**src/rtl/dcs_pkg.sv**
```systemverilog
// rtl/dcs_pkg.sv - shared types and helpers for the dcs_matmul block
// Purpose: FSM state encoding and the minimum legal accumulator width.
// Ports: none (package).
package dcs_pkg;

  typedef enum logic [2:0] {
    IDLE,
    LOAD_W,
    WAIT_I,
    LOAD_I,
    OUTPUT
  } state_t;

  // Smallest accumulator that holds an N-term sum of DW x DW products.
  function automatic int min_acc_w(input int n, input int dw);
    return 2 * dw + $clog2(n);
  endfunction

endpackage

```
**src/rtl/dcs_dot.sv**
```systemverilog
// rtl/dcs_dot.sv - combinational N-term dot product
// Purpose: y = sum over k of a[k]*b[k], operands sign- or zero-extended,
//          result wraps modulo 2^ACC_W.
// Ports:
//   a : input  N x DW  row operand
//   b : input  N x DW  column operand
//   y : output ACC_W   dot product
module dcs_dot #(
  parameter int N      = 4,
  parameter int DW     = 8,
  parameter int ACC_W  = 32,
  parameter int SIGNED = 1
) (
  input  logic [N-1:0][DW-1:0] a,
  input  logic [N-1:0][DW-1:0] b,
  output logic [ACC_W-1:0]     y
);

  logic [ACC_W-1:0] a_ext;
  logic [ACC_W-1:0] b_ext;
  logic [ACC_W-1:0] acc;

  // Extending both factors to ACC_W before multiplying gives the correct
  // two's-complement product modulo 2^ACC_W for signed operands.
  always_comb begin
    a_ext = '0;
    b_ext = '0;
    acc   = '0;
    for (int k = 0; k < N; k++) begin
      a_ext = {{(ACC_W-DW){(SIGNED != 0) && a[k][DW-1]}}, a[k]};
      b_ext = {{(ACC_W-DW){(SIGNED != 0) && b[k][DW-1]}}, b[k]};
      acc   = acc + a_ext * b_ext;
    end
    y = acc;
  end

endmodule

```
**src/rtl/dcs_matmul.sv**
```systemverilog
// rtl/dcs_matmul.sv - streaming N x N matrix multiply Y = X * W
// Purpose: loads W and X row-major as element streams, then emits Y
//          row-major, one element per cycle. W persists across batches.
// Ports:
//   clk, rst_n       : clock, asynchronous active-low reset
//   w_valid, w_data  : weight element stream (W row-major)
//   w_ready          : weight element accepted when high
//   i_valid, i_data  : input element stream (X row-major)
//   o_valid, o_data  : registered result stream (Y row-major), 0 when idle
module dcs_matmul
  import dcs_pkg::*;
#(
  parameter int N      = 4,
  parameter int DW     = 8,
  parameter int ACC_W  = 32,
  parameter int SIGNED = 1,
  parameter int RELU   = 0
) (
  input  logic             clk,
  input  logic             rst_n,
  input  logic             w_valid,
  input  logic [DW-1:0]    w_data,
  output logic             w_ready,
  input  logic             i_valid,
  input  logic [DW-1:0]    i_data,
  output logic             o_valid,
  output logic [ACC_W-1:0] o_data
);

  localparam int NN = N * N;
  localparam int IW = $clog2(NN);
  localparam int CW = $clog2(NN) + 1;

  if (ACC_W < min_acc_w(N, DW)) begin : g_acc_w_check
    $error("dcs_matmul: ACC_W too small for N and DW");
  end

  state_t          state, state_nx;
  logic [CW-1:0]   w_cnt, i_cnt, o_cnt;
  logic [CW-1:0]   w_idx, i_idx;
  logic            w_ok;
  logic            w_acc, i_acc;
  logic [DW-1:0]   w_buf [NN];
  logic [DW-1:0]   x_buf [NN];
  logic [N-1:0][DW-1:0] row_v, col_v;
  logic [ACC_W-1:0] dot_y, y_out;

  always_comb begin
    w_ready  = (state == IDLE) || (state == LOAD_W) || (state == WAIT_I);
    w_acc    = w_valid && w_ready;
    // A weight beat in WAIT_I wins over a simultaneous input beat.
    i_acc    = i_valid && w_ok && !w_acc && ((state == WAIT_I) || (state == LOAD_I));
    // The first beat of a load always lands at index 0.
    w_idx    = (state == LOAD_W) ? w_cnt : '0;
    i_idx    = (state == LOAD_I) ? i_cnt : '0;
    state_nx = state;
    if (w_acc)
      state_nx = (w_idx == CW'(NN - 1)) ? WAIT_I : LOAD_W;
    else if (i_acc)
      state_nx = (i_idx == CW'(NN - 1)) ? OUTPUT : LOAD_I;
    else if ((state == OUTPUT) && (o_cnt == CW'(NN - 1)))
      state_nx = WAIT_I;
  end

  always_ff @(posedge clk or negedge rst_n) begin
    if (!rst_n) begin
      state   <= IDLE;
      w_cnt   <= '0;
      i_cnt   <= '0;
      o_cnt   <= '0;
      w_ok    <= 1'b0;
      o_valid <= 1'b0;
      o_data  <= '0;
    end else begin
      state <= state_nx;
      if (w_acc) begin
        w_cnt <= w_idx + CW'(1);
        // A reload invalidates the old matrix until the last beat lands.
        w_ok  <= (w_idx == CW'(NN - 1));
      end
      if (i_acc) begin
        i_cnt <= i_idx + CW'(1);
        o_cnt <= '0;
      end
      if (state == OUTPUT)
        o_cnt <= (o_cnt == CW'(NN - 1)) ? '0 : o_cnt + CW'(1);
      o_valid <= (state == OUTPUT);
      o_data  <= (state == OUTPUT) ? y_out : '0;
    end
  end

  // Matrix storage needs no reset; w_ok guards its validity.
  always_ff @(posedge clk) begin
    if (w_acc) w_buf[w_idx[IW-1:0]] <= w_data;
    if (i_acc) x_buf[i_idx[IW-1:0]] <= i_data;
  end

  // o_cnt walks Y row-major: row = o_cnt / N, column = o_cnt % N.
  always_comb begin
    row_v = '0;
    col_v = '0;
    for (int k = 0; k < N; k++) begin
      row_v[k] = x_buf[IW'((int'(o_cnt) / N) * N + k)];
      col_v[k] = w_buf[IW'(k * N + int'(o_cnt) % N)];
    end
  end

  dcs_dot #(
    .N      (N),
    .DW     (DW),
    .ACC_W  (ACC_W),
    .SIGNED (SIGNED)
  ) u_dot (
    .a (row_v),
    .b (col_v),
    .y (dot_y)
  );

  assign y_out = ((RELU != 0) && (SIGNED != 0) && dot_y[ACC_W-1]) ? '0 : dot_y;

endmodule

```
**config.mk**
```make
export PLATFORM = sky130hd
export DESIGN_NAME = dcs_matmul
export DESIGN_NICKNAME = d
export VERILOG_FILES = /design/src/rtl/dcs_pkg.sv /design/src/rtl/dcs_dot.sv /design/src/rtl/dcs_matmul.sv
export SDC_FILE = /design/constraint.sdc
export NUM_CORES = 1
export LEC_CHECK = 0
export BUFFER_PORTS_ARGS = -buffer_cell sky130_fd_sc_hd__buf_2
export CAP_MARGIN = 20
export CELL_PAD_IN_SITES_DETAIL_PLACEMENT = 0
export CELL_PAD_IN_SITES_GLOBAL_PLACEMENT = 1
export CORE_MARGIN = 2
export CORE_UTILIZATION = 55
export DETAILED_ROUTE_END_ITERATION = 8
export PLACE_DENSITY_LB_ADDON = 0.12
export SYNTH_ARGS = -nofsm -noshare
export SYNTH_HDL_FRONTEND = slang
export SYNTH_SLANG_ARGS = --single-unit
export TNS_END_PERCENT = 30
```
**constraint.sdc**
```tcl
create_clock -name clk -period 15.3 [get_ports clk]
set_input_delay 3.06 -clock clk [delete_from_list [all_inputs] [get_ports clk]]
set_output_delay 3.06 -clock clk [all_outputs]
set_load 0.01 [all_outputs]
```
# Word-level counts from Yosys, hierarchy flattened
# Memories as Yosys holds them, arrays and structs flattened.
# Index checks and enable logic that the tools add are counted.
dict set report word_totals {
  regBits 52
  mem_bits_rw 256
  in_bits 20
  output_inout_bits 34
  n_memories 2
}
# name depth width read_ports rd_ports_with_merged_regs wr line
set memory_table {}
lappend memory_table {w_buf 16 8 4 0 1 dcs_matmul.sv:43} ;# logic [DW-1:0] w_buf [NN];
lappend memory_table {x_buf 16 8 4 0 1 dcs_matmul.sv:44} ;# logic [DW-1:0] x_buf [NN];
dict set report op_classes {
  add_sub_neg 12
  multipliers 4
  eq_ne 7
  muxes 15
  n_reduce_logical 12
}
# cell count
set ops {}
lappend ops {{$add A32 B32 Y32} 3}
lappend ops {{$mul A8 B8 Y16} 4}
lappend ops {{$mux W32} 1}
lappend ops {{$mux W5} 5}
lappend ops {{$add A5 B1 Y5 const B} 3}
lappend ops {{$eq A5 B4 Y1 const B} 3}
lappend ops {{$mux W3} 4}
lappend ops {{$add A4 B2 Y4 const A} 2}
lappend ops {{$add A4 B2 Y4 const B} 2}
lappend ops {{$eq A3 B2 Y1 const B} 2}
lappend ops {{$logic_and A1 B1 Y1} 5}
lappend ops {{$add A3 B2 Y4 const A} 1}
lappend ops {{$add A4 B1 Y4 const B} 1}
lappend ops {{$mux W1} 4}
lappend ops {{$eq A3 B1 Y1 const B} 1}
lappend ops {{$eq A3 B3 Y1 const B} 1}
lappend ops {{$logic_not A3 Y1} 1}
lappend ops {{$logic_or A1 B1 Y1} 3}
lappend ops {{$reduce_bool A3 Y1} 1}
lappend ops {{$mux W2} 1}
lappend ops {{$reduce_bool A2 Y1} 1}
lappend ops {{$logic_not A1 Y1} 1}

# Longest topological paths before layout
dict set report depth {
  ltp_word 9
  mapped_depth 31
}

# Cells and area by module
# From an unflattened synthesis, not the netlist that was laid out.
dict set report unflattened {
  hier_cells 1729
  hier_area_um2 22919.5
}
# module n_inst cells_per_inst area_each_um2 seq_area_each_um2
set modules_own_cells {}
lappend modules_own_cells {dcs_matmul 1 585 11723.7 8988.6}
lappend modules_own_cells {dcs_dot 1 1144 11195.7 0.0}

# Least setup slack after synthesis
# OpenSTA, ideal clock, no wires.
dict set report synth_timing {
  kind {reg-to-reg}
  from {register o_cnt[2]}
  to {register o_data[17]}
  arrival_time_ns 7.782
  slack_ns 7.393
  path_stages_with_launch 27
  n_path_buf 3
  period_less_slack_ns 7.907
  path_cell_list {dfrtp_1 > buf_2 > buf_2 > mux4_2 > and2_1 > fa_1 > inv_1 > fa_1 > inv_1 > fa_1 > inv_1 > fa_1 > inv_1 > ha_1 > a21o_1 > a21oi_1 > a21boi_0 > or4b_2 > nand3_1 > fa_1 > fa_1 > ha_1 > buf_2 > a21oi_1 > o22ai_1 > o41a_4 > mux2_4}
}
dict set report synth_via {
  elab_chain_cells 7
  elab_cells_between_ends 12
}
# element line
set synth_rtl {}
lappend synth_rtl {{from (decl)} dcs_matmul.sv:39} ;# logic [CW-1:0] w_cnt, i_cnt, o_cnt;
lappend synth_rtl {{from (signal assigned)} dcs_matmul.sv:86} ;# o_cnt <= (o_cnt == CW'(NN - 1)) ? '0 : o_cnt + CW'(1);
lappend synth_rtl {{$add A4 B1 Y4} dcs_matmul.sv:103} ;# row_v[k] = x_buf[IW'((int'(o_cnt) / N) * N + k)];
lappend synth_rtl {{$mem_v2 Z16 W8 (*)} -}
lappend synth_rtl {{$mul A8 B8 Y16} dcs_dot.sv:32} ;# acc = acc + a_ext * b_ext;
lappend synth_rtl {{$add A32 B32 Y32 (2 in a row)} dcs_dot.sv:32}
lappend synth_rtl {{$add A32 B32 Y32 (*)} dcs_dot.sv:32}
lappend synth_rtl {{$mux W32 (*)} dcs_matmul.sv:88} ;# o_data <= (state == OUTPUT) ? y_out : '0;
lappend synth_rtl {{to (signal assigned)} dcs_matmul.sv:88}
lappend synth_rtl {{to (decl)} dcs_matmul.sv:27} ;# output logic [ACC_W-1:0] o_data
# Every way passes the cells marked *; elsewhere a longest branch is shown, timed or not.
# A chain may end at the register's enable or synchronous reset.

# Final worst setup path
dict set report layout_timing {
  from {register o_cnt[1]}
  to {register o_data[17]}
}
dict set report layout_via {
  elab_chain_cells 7
  elab_cells_between_ends 12
}
# element line
set layout_rtl {}
lappend layout_rtl {{$add A3 B2 Y4} dcs_matmul.sv:104} ;# col_v[k] = w_buf[IW'(k * N + int'(o_cnt) % N)];
lappend layout_rtl {{$mem_v2 Z16 W8 (*)} -}
lappend layout_rtl {{$mul A8 B8 Y16} dcs_dot.sv:32}
lappend layout_rtl {{$add A32 B32 Y32 (2 in a row)} dcs_dot.sv:32}
lappend layout_rtl {{$add A32 B32 Y32 (*)} dcs_dot.sv:32}
lappend layout_rtl {{$mux W32 (*)} dcs_matmul.sv:88}
# Marked as above.

==> run_results.csv <==
group,metric,value,unit
status,outcome,"finished, final reports clean",
finish,final_nets,2375,
route,drt_wl_total,49.42,mm
finish,fill_cells,3387,
die,rows,75,
logic_synthesis,synth_edf_count,256,
critical_path,worstPathMaxFanout,39,
finish,multi_input_area,12690,um^2
sta,finalCritPeriodShare,58.18,%
die,start_util,55.44,%
logic_synthesis,async_flop_share,16.88,%
cts,clock_path_buffers,3,
finish,most-common-layout-cells,"inv_1, edfxtp_1, fa_1, and2_1, ha_1",
pwr,p_total,5.088,mW
logic_synthesis,synth_cell_types,61,
cts,cts_tree,"yes",
critical_path,critPathLaunch,"o_cnt[1]",
critical_path,reg2reg_from,"o_cnt[1]",
critical_path,end_kind,"flip-flop",
sta,setup_tns,0,ns
finish,drive_above_1_share,9.899,%
grt,grt_max_degree,53,
logic_synthesis,syn_avg_cell_area,12.24,um^2
logic_synthesis,syn_area,23100,um^2
cts,cts-root-buf,"clkbuf_16",
hold_path,hold_depth,2,
place,io_buffer_count,53,
logic_synthesis,synth_top_area_share,33.28,%
pwr,p_leak,10.61,nW
sta,finClkSkew,0.01068,ns
route,first_iter_violations,920,
route,drt_pass1_iterations,5,
cts,clock-sinks,308,
logic_synthesis,synth-seq-cells,308,
sta,fin_crit,8.901,ns
die,ios,54,
critical_path,ff2ff_path_depth,26,
route,wl_per_cell,19.62,um
grt,antenna_found_initial,4,
finish,utilization,59.94,%
cts,cts.clk_slew.worst_paths,0.06,ns
die,die_area,43650,um^2
sta,finalSetupViolations,0,
finish,syn2layout_area_growth,8.114,%
die,die_h,208.9,um
route,postRouteAntennaNets,0,
critical_path,rrSetupSlack,6.40,ns
pwr,p_per_area,203.7,nW/um^2
logic_synthesis,synth_nets,2305,
route,drcViolationCount,0,
critical_path,crit_required,15.75,ns
die,core_area,41670,um^2
cts,cts_made_buffers,30,
die,die_w,208.9,um
sta,rsz0062_at_grt,"no",
hold_path,hp-start,"w_ok",
grt,grt_first_pass_wirelength,79.09,mm
critical_path,arrival,9.35,ns
grt,grt_overflow,0,
finish,diodes,0,
grt,first_global_vias,14110,
route,post_drt_via_cell_ratio,5.454,
finish,layout_commonest_cell,"inv_1",
critical_path,critPathKind,"flip-flop to flip-flop",
logic_synthesis,ys.flop_type,"edfxtp_1",
sta,maxSlewViolCount,0,
place,place_congestion,0.8686,
route,vias,13740,
cts,clock_latency,0.57,ns
cts,cts_resized,0,
sta,tightest_slew,0.9417,ns
finish,ff_latch_area,8991,um^2
sta,max_freq,0.1123,GHz
logic_synthesis,ys_warn_count,0,
hold_path,min-delay-path-class,"flip-flop to flip-flop",
logic_synthesis,yosysTopAreaCell,"edfxtp_1",
critical_path,worstSetupStartpointType,"flip-flop",
grt,grt_util_all_layers,23.48,%
run,maxCapViolCount,0,
pwr,ir_worst_vdd,0.3631,mV
cts,ctsHtreeMaxLevel,1,
cts,cts_setup_buffers,0,
cts,hold_buffers,0,
sta,hold_viol_final,0,
place,dp_hpwl,39.45,mm
sta,max_slew_margin,36.42,%
logic_synthesis,yosysSeqAreaShare,38.91,%
logic_synthesis,synthesis.instances,1887,
logic_synthesis,yosys-top-cells-area,"edfxtp_1, fa_1, ha_1, mux4_2, dfrtp_1",
-- power by group --
part           leakage, nW  switching [mW]  internal (mW)
Combinational         7.14            2.09           1.36
Sequential            3.02         0.00815          0.927
Clock                0.446           0.298          0.403
-- stage by stage --
step	instance area (um^2)	cells	hold slack (ns)	worst slack [ns]
after floorplan	23100	1887	0.4384	7.393
after global placement	24030	2463	0.4505	6.493
after detailed placement	24030	2463	0.4595	6.463
after CTS	24970	2518	0.4727	6.435
after global routing	24970	2519	0.4941	6.048
final	24970	2519	0.4713	6.399
-- routing by layer --
metal / GRT usage, % / wire (um)
met1: 34.81 / 23290
met2: 37.00 / 22540
met3: 2.570 / 2207
met4: 7.241 / 1383
met5: 0 / 0
-- sequential cells by signal, indices dropped and copies added (netlist names) --
register / count
i_cnt: 5
o_valid: 1
x_buf: 128
w_buf: 128
o_cnt: 5
state: 3
o_data: 32
w_cnt: 5
w_ok: 1
-- critical path, cell delays in order (launching register included) --
cell	delay, ns
dfrtp_1	0.32
buf_4	0.45
mux2_2	0.40
o21ai_1	0.73
inv_1	0.13
fa_1	0.52
inv_1	0.06
fa_1	0.50
inv_1	0.06
fa_1	0.52
inv_1	0.05
fa_1	0.47
inv_1	0.04
ha_1	0.32
a21o_1	0.20
a21oi_1	0.22
a21boi_0	0.18
or4b_2	0.63
nand3_1	0.13
fa_1	0.46
fa_1	0.45
ha_1	0.42
and4_1	0.35
nand2_1	0.08
a211oi_1	0.48
o41a_4	0.26
mux2_4	0.30
-- final cells by class --
type / count / area share [%]
repair buffers: 72 / 1.623
clock buffers: 40 / 3.242
flip-flops and latches: 308 / 36.00
clock inverters: 15 / 0.5010
inverters: 341 / 5.126
multi-input cells: 1204 / 50.80
well taps: 539 / 2.701
-- cell families after synthesis --
kind of cell,synth area share (%)
fa+ha+maj,29.78
buf+inv,6.181
simple gates,10.82
compound gates,5.417
xor+xnor,2.427
flops,38.91
mux,6.462
-- synthesized netlist by cell type (all sizes together), types with 11 or more instances --
library cell	instances
inv	341
mux4	61
dfrtp	52
nand4	13
o21a	13
xnor2	45
clkbuf	18
nand3	11
and3	11
o21ai	45
ha	145
nand2b	13
a21o	16
fa	253
buf	16
edfxtp	256
a21oi	53
nor2	71
nor3	30
and2	162
nand2	129
xor2	19
nor2b	11
-- path summary, 6_finish.rpt --
path                               to
setup / recovery           o_data[17]
hold / removal                   w_ok
setup reg to reg           o_data[17]
min in group asynchronous  o_data[25]
max in group asynchronous    o_cnt[0]
hold reg to reg                  w_ok
Note: power is estimated with default switching activity, not from simulation.
